File: src/rtl/madd_pkg.sv
// rtl/madd_pkg.sv - shared state encoding and index-width helpers for multiword_add_seq
package madd_pkg;

    typedef enum logic [1:0] {
        IDLE = 2'd0,
        RUN  = 2'd1,
        DONE = 2'd2
    } madd_state_t;

    // Chunk index width: $clog2(words), never narrower than one bit.
    function automatic int madd_idx_w(input int words);
        return (words > 1) ? $clog2(words) : 1;
    endfunction

    localparam int MADD_WORDS_DEF = 4;
    localparam int MADD_IDX_W_DEF = madd_idx_w(MADD_WORDS_DEF);

endpackage

File: src/rtl/madd_chunk_adder.sv
// rtl/madd_chunk_adder.sv - N-bit combinational ripple-carry adder from per-bit full adders
module madd_chunk_adder #(
    parameter int N = 8
) (
    input  logic [N-1:0] a,
    input  logic [N-1:0] b,
    input  logic         ci,
    output logic [N-1:0] s,
    output logic         co
);

    logic [N:0] c;

    always_comb begin
        c    = '0;
        s    = '0;
        c[0] = ci;
        for (int i = 0; i < N; i++) begin
            s[i]   = a[i] ^ b[i] ^ c[i];
            c[i+1] = (a[i] & b[i]) | (c[i] & (a[i] ^ b[i]));
        end
        co = c[N];
    end

endmodule

File: src/rtl/multiword_add_seq.sv
// rtl/multiword_add_seq.sv - multi-precision add sequencer, one chunk per cycle; optional MADD_SUB_EN adds A-B
module multiword_add_seq
    import madd_pkg::*;
#(
    parameter int N     = 8,
    parameter int WORDS = 4
) (
    input  logic               clk,
    input  logic               rst_n,
    input  logic               in_valid,
    output logic               in_ready,
    input  logic [N*WORDS-1:0] a,
    input  logic [N*WORDS-1:0] b,
    input  logic               cin,
`ifdef MADD_SUB_EN
    input  logic               op_sub,
`endif
    output logic               out_valid,
    input  logic               out_ready,
    output logic [N*WORDS-1:0] sum,
    output logic               cout
);

    localparam int IW = madd_idx_w(WORDS);

    madd_state_t              state, state_nx;
    logic [IW-1:0]            idx;
    logic                     carry;
    logic                     cout_q;
    logic [WORDS-1:0][N-1:0]  a_q, b_q, sum_q;
    logic [N-1:0]             ch_b, ch_s;
    logic                     ch_co;
    logic                     last;
    logic                     load_carry;
    logic                     sub_q;

    assign last = (idx == IW'(WORDS - 1));

`ifdef MADD_SUB_EN
    // Subtract as A + ~B + 1: the +1 rides in on the initial carry.
    assign load_carry = op_sub ? 1'b1 : cin;
    assign ch_b       = sub_q ? ~b_q[idx] : b_q[idx];
    always_ff @(posedge clk or negedge rst_n) begin
        if (!rst_n)
            sub_q <= 1'b0;
        else if (state == IDLE && in_valid)
            sub_q <= op_sub;
    end
`else
    assign load_carry = cin;
    assign ch_b       = b_q[idx];
    assign sub_q      = 1'b0;
`endif

    madd_chunk_adder #(.N(N)) u_chunk (
        .a  (a_q[idx]),
        .b  (ch_b),
        .ci (carry),
        .s  (ch_s),
        .co (ch_co)
    );

    always_ff @(posedge clk or negedge rst_n) begin
        if (!rst_n)
            state <= IDLE;
        else
            state <= state_nx;
    end

    always_comb begin
        state_nx = state;
        case (state)
            IDLE:    if (in_valid)  state_nx = RUN;
            RUN:     if (last)      state_nx = DONE;
            DONE:    if (out_ready) state_nx = IDLE;
            default: state_nx = IDLE;
        endcase
    end

    always_ff @(posedge clk or negedge rst_n) begin
        if (!rst_n) begin
            a_q    <= '0;
            b_q    <= '0;
            sum_q  <= '0;
            idx    <= '0;
            carry  <= 1'b0;
            cout_q <= 1'b0;
        end else begin
            case (state)
                IDLE: begin
                    if (in_valid) begin
                        a_q    <= a;
                        b_q    <= b;
                        sum_q  <= '0;
                        idx    <= '0;
                        carry  <= load_carry;
                        cout_q <= 1'b0;
                    end
                end
                RUN: begin
                    sum_q[idx] <= ch_s;
                    carry      <= ch_co;
                    if (last) begin
                        cout_q <= ch_co;
                        idx    <= '0;
                    end else begin
                        idx <= idx + 1'b1;
                    end
                end
                default: ;
            endcase
        end
    end

    // Handshake outputs decode the state register only, never the inputs.
    assign in_ready  = (state == IDLE);
    assign out_valid = (state == DONE);
    assign sum       = sum_q;
    assign cout      = cout_q;

endmodule

File: config.mk
export PLATFORM = sky130hd
export DESIGN_NAME = multiword_add_seq
export DESIGN_NICKNAME = d
export VERILOG_FILES = /design/src/rtl/madd_pkg.sv /design/src/rtl/madd_chunk_adder.sv /design/src/rtl/multiword_add_seq.sv
export SDC_FILE = /design/constraint.sdc
export NUM_CORES = 1
export LEC_CHECK = 0
export ABC_AREA = 1
export CAP_MARGIN = 20
export CELL_PAD_IN_SITES_DETAIL_PLACEMENT = 0
export CELL_PAD_IN_SITES_GLOBAL_PLACEMENT = 1
export CORE_MARGIN = 3
export CORE_UTILIZATION = 37
export CTS_CLUSTER_SIZE = 20
export DETAILED_ROUTE_END_ITERATION = 10
export GPL_TIMING_DRIVEN = 0
export PLACE_DENSITY_LB_ADDON = 0.1
export SLEW_MARGIN = 5
export SYNTH_ARGS = -nofsm -noshare
export SYNTH_HDL_FRONTEND = slang
export SYNTH_SLANG_ARGS = --single-unit
File: constraint.sdc
create_clock -name clk -period 5.09 [get_ports clk]
set_clock_uncertainty 0.05 [all_clocks]
set_input_delay 1.018 -clock clk [delete_from_list [all_inputs] [get_ports clk]]
set_output_delay 1.018 -clock clk [all_outputs]
set_load 0.03 [all_outputs]
==> impl_metrics.yaml <==
status:
  outcome: "finished clean"
layout:
  antenna_cells: 0
  final_common_cell: "nand2_1"
  fillers: 1271
  layout-drive-gt1-share_pct: 6.81
  postLayoutCellArea_um2: 6290
  multi_input_area_um2: 1940
  syn2layout_area_growth_pct: 32.2
  nets: 784
  seq_area_um2: 2550
  final_cell_mix: "nand2_1 (349), dfrtp_1 (102), clkdlybuf4s50_1 (102), nand3_1 (62), inv_1 (19)"
clock_network:
  cts_resized: 0
  cts_tree: "done"
  cts_hold_buf: 0
  root_buffer: "clkbuf_16"
  cts_sinks: 102
  h-tree-depth: 3
  clk_pin_slew_ns: 0.07
  cts-buffers-inserted: 9
  cts_buffer_depth: 2
  postCtsSetupBuffers: 0
  clk_latency_ns: 0.34
pwr:
  p_int_mw: 2.35
  switching_share_pct: 47.3
  max-vdd-ir-drop_mv: 0.345
  power_density_nw_per_um2: 710
  p_leak_nw: 3.26
  combinationalPowerShare_pct: 54.8
  sequentialPowerShare_pct: 31.1
  p_clk_share_pct: 14.1
  power.net_switching_mw: 2.11
flow_run:
  cap_viol_max_count: 0
floorplan:
  core-area_um2: 12300
  die_w_um: 119
  ios: 104
  rows: 40
  start_util_pct: 38.7
  dieArea_um2: 14300
  die_h_um: 119
placement:
  place_ws_ns: 0.160
  dpl.hpwl_um: 9450
  place_area_um2: 6030
  gp_congestion: 0.793
  port_buffers: 103
logic_synthesis:
  synth_cells: 588
  syn-num-nets: 669
  synth.yosys.seq_area_share_pct: 53.6
  synth_seq_cells: 102
  ys.warnings.count: 0
  synth_area_um2: 4760
  syn_area_per_cell_um2: 8.09
  yosysUniqueCellTypes: 21
routing:
  first_pass_iters: 6
  wl_per_cell_um: 14.8
  drc: 0
  ant_nets: 0
  num_vias: 4104
  drt_iter0_drc: 313
  vias_per_cell: 4.70
  routed_wirelength_um: 12900
sta:
  relSlewSlack_pct: 52.0
  drv_slew: 0
  worstMarginPinSlew_ns: 0.720
  setup_violations: 0
  fmax_mhz: 205
  grt_setup_unrepaired: "false"
  hold_viol: 0
  fin_crit_ns: 4.89
  fin_ws_ns: 0.201
  timing.final.crit_share_pct: 96.1
global_routing:
  grt_pass1_vias: 4058
  antenna_found_initial: 0
  overflow: 0
  grt_usage_pct: 18.8
  grt_max_degree: 56
  grt_pass1_wl_um: 21000
worst_setup_path:
  worst_ep_required_time_ns: 5.26
  worstPathMaxFanout: 11
  crit_type: "reg2reg"
  arrival_ns: 5.06
  start_kind: "flip-flop"
  critPathCaptureType: "flip-flop"
hold_path:
  hp-class: "reg2reg"
==> sequential cells by signal (all words and copies together) (netlist names) <==
signal	cells
sum	32
carry	1
state	2
idx	2
a_q	32
b_q	32
cout	1
==> metal layers <==
layer  global-route usage (%)  share of wire, %  wire length [µm]
met1                     26.2                46              5930
met2                     30.1                47              6120
met3                     3.89               5.7               732
met4                     4.80               1.0               131
met5                        0                 0                 0
==> cell families (layout without fill, tap and decap cells) <==
family          after synthesis  count (layout)  synth area share, %
flops                       102             102                 53.6
fa+ha+maj                    12              12                 4.42
compound gates                7               7                0.999
simple gates                417             417                 35.4
buf+inv                      50             167                 5.55
==> cell usage after synthesis <==
master	count	area [µm²]
ha_1	4	50.1
fa_1	8	160
inv_2	1	3.75
buf_2	14	70.1
nand2_1	349	1310
clkinv_1	1	3.75
inv_4	1	6.26
o21ai_0	2	10.0
buf_1	1	3.75
clkbuf_1	2	7.51
nand3_2	3	30.0
nand2_4	1	11.3
o31ai_1	1	7.51
nor2_1	1	3.75
buf_6	4	45.0
o211ai_1	4	30.0
nor2_8	1	20.0
nand3_1	62	310
buf_4	7	52.6
inv_1	19	71.3
dfrtp_1	102	2550
==> worst paths after layout <==
check,cells past startpoint,end,from,slack [ns]
max,16,sum[23],idx[1],0.20
min,2,b_q[27],b_q[27],0.43
max reg2reg,16,sum[23],idx[1],0.20
min reg2reg,2,b_q[27],b_q[27],0.43
max in group asynchronous,2,b_q[19],rst_n,3.61
min in group asynchronous,1,b_q[23],rst_n,0.68
==> worst max-delay path, cell delays in order (launching register included) <==
cell        delay [ns]
dfrtp_1           0.38
buf_2             0.26
clkinvlp_4        0.26
buf_2             0.28
nand3_1           0.15
nand2_1           0.11
fa_1              0.39
fa_1              0.39
fa_1              0.39
fa_1              0.39
fa_1              0.38
fa_1              0.37
inv_1             0.07
fa_1              0.22
fa_1              0.52
nand2_1           0.11
nand2_1           0.06
==> per-stage QoR <==
step           utilization [%]  TNS [ns]  instances  hold WS (ns)  total power, mW
2_1_floorplan                -         0        588         0.399             2.90
3_3_place_gp              48.7    -93.31        859         0.415             3.82
3_5_place_dp              48.9         0        860         0.417             3.87
4_1_cts                   51.1         0        873         0.434             4.51
5_1_grt                   51.1         0        873         0.451             4.85
6_report                  51.1         0        873         0.431             4.47
==> layout make-up <==
cell class	instances	share of cell area, %
plain buffers	28	2.84
inverters	22	1.41
clock buffers	11	4.02
multi-input cells	436	30.9
repair buffers	104	16.8
well taps	168	3.34
flip-flops and latches	102	40.6
clock inverters	2	0.159
==> power groups by stage <==
| stage | Combinational (mW) | Sequential [mW] | Clock, mW |
|---|---|---|---|
| 2_1_floorplan | 1.38 | 1.52 | 0 |
| 3_3_place_gp | 2.43 | 1.39 | 0 |
| 3_5_place_dp | 2.47 | 1.40 | 0 |
| 4_1_cts | 2.47 | 1.39 | 0.647 |
| 5_1_grt | 2.74 | 1.43 | 0.677 |
| 6_report | 2.45 | 1.39 | 0.629 |
Power figures use the tool's default switching activity.
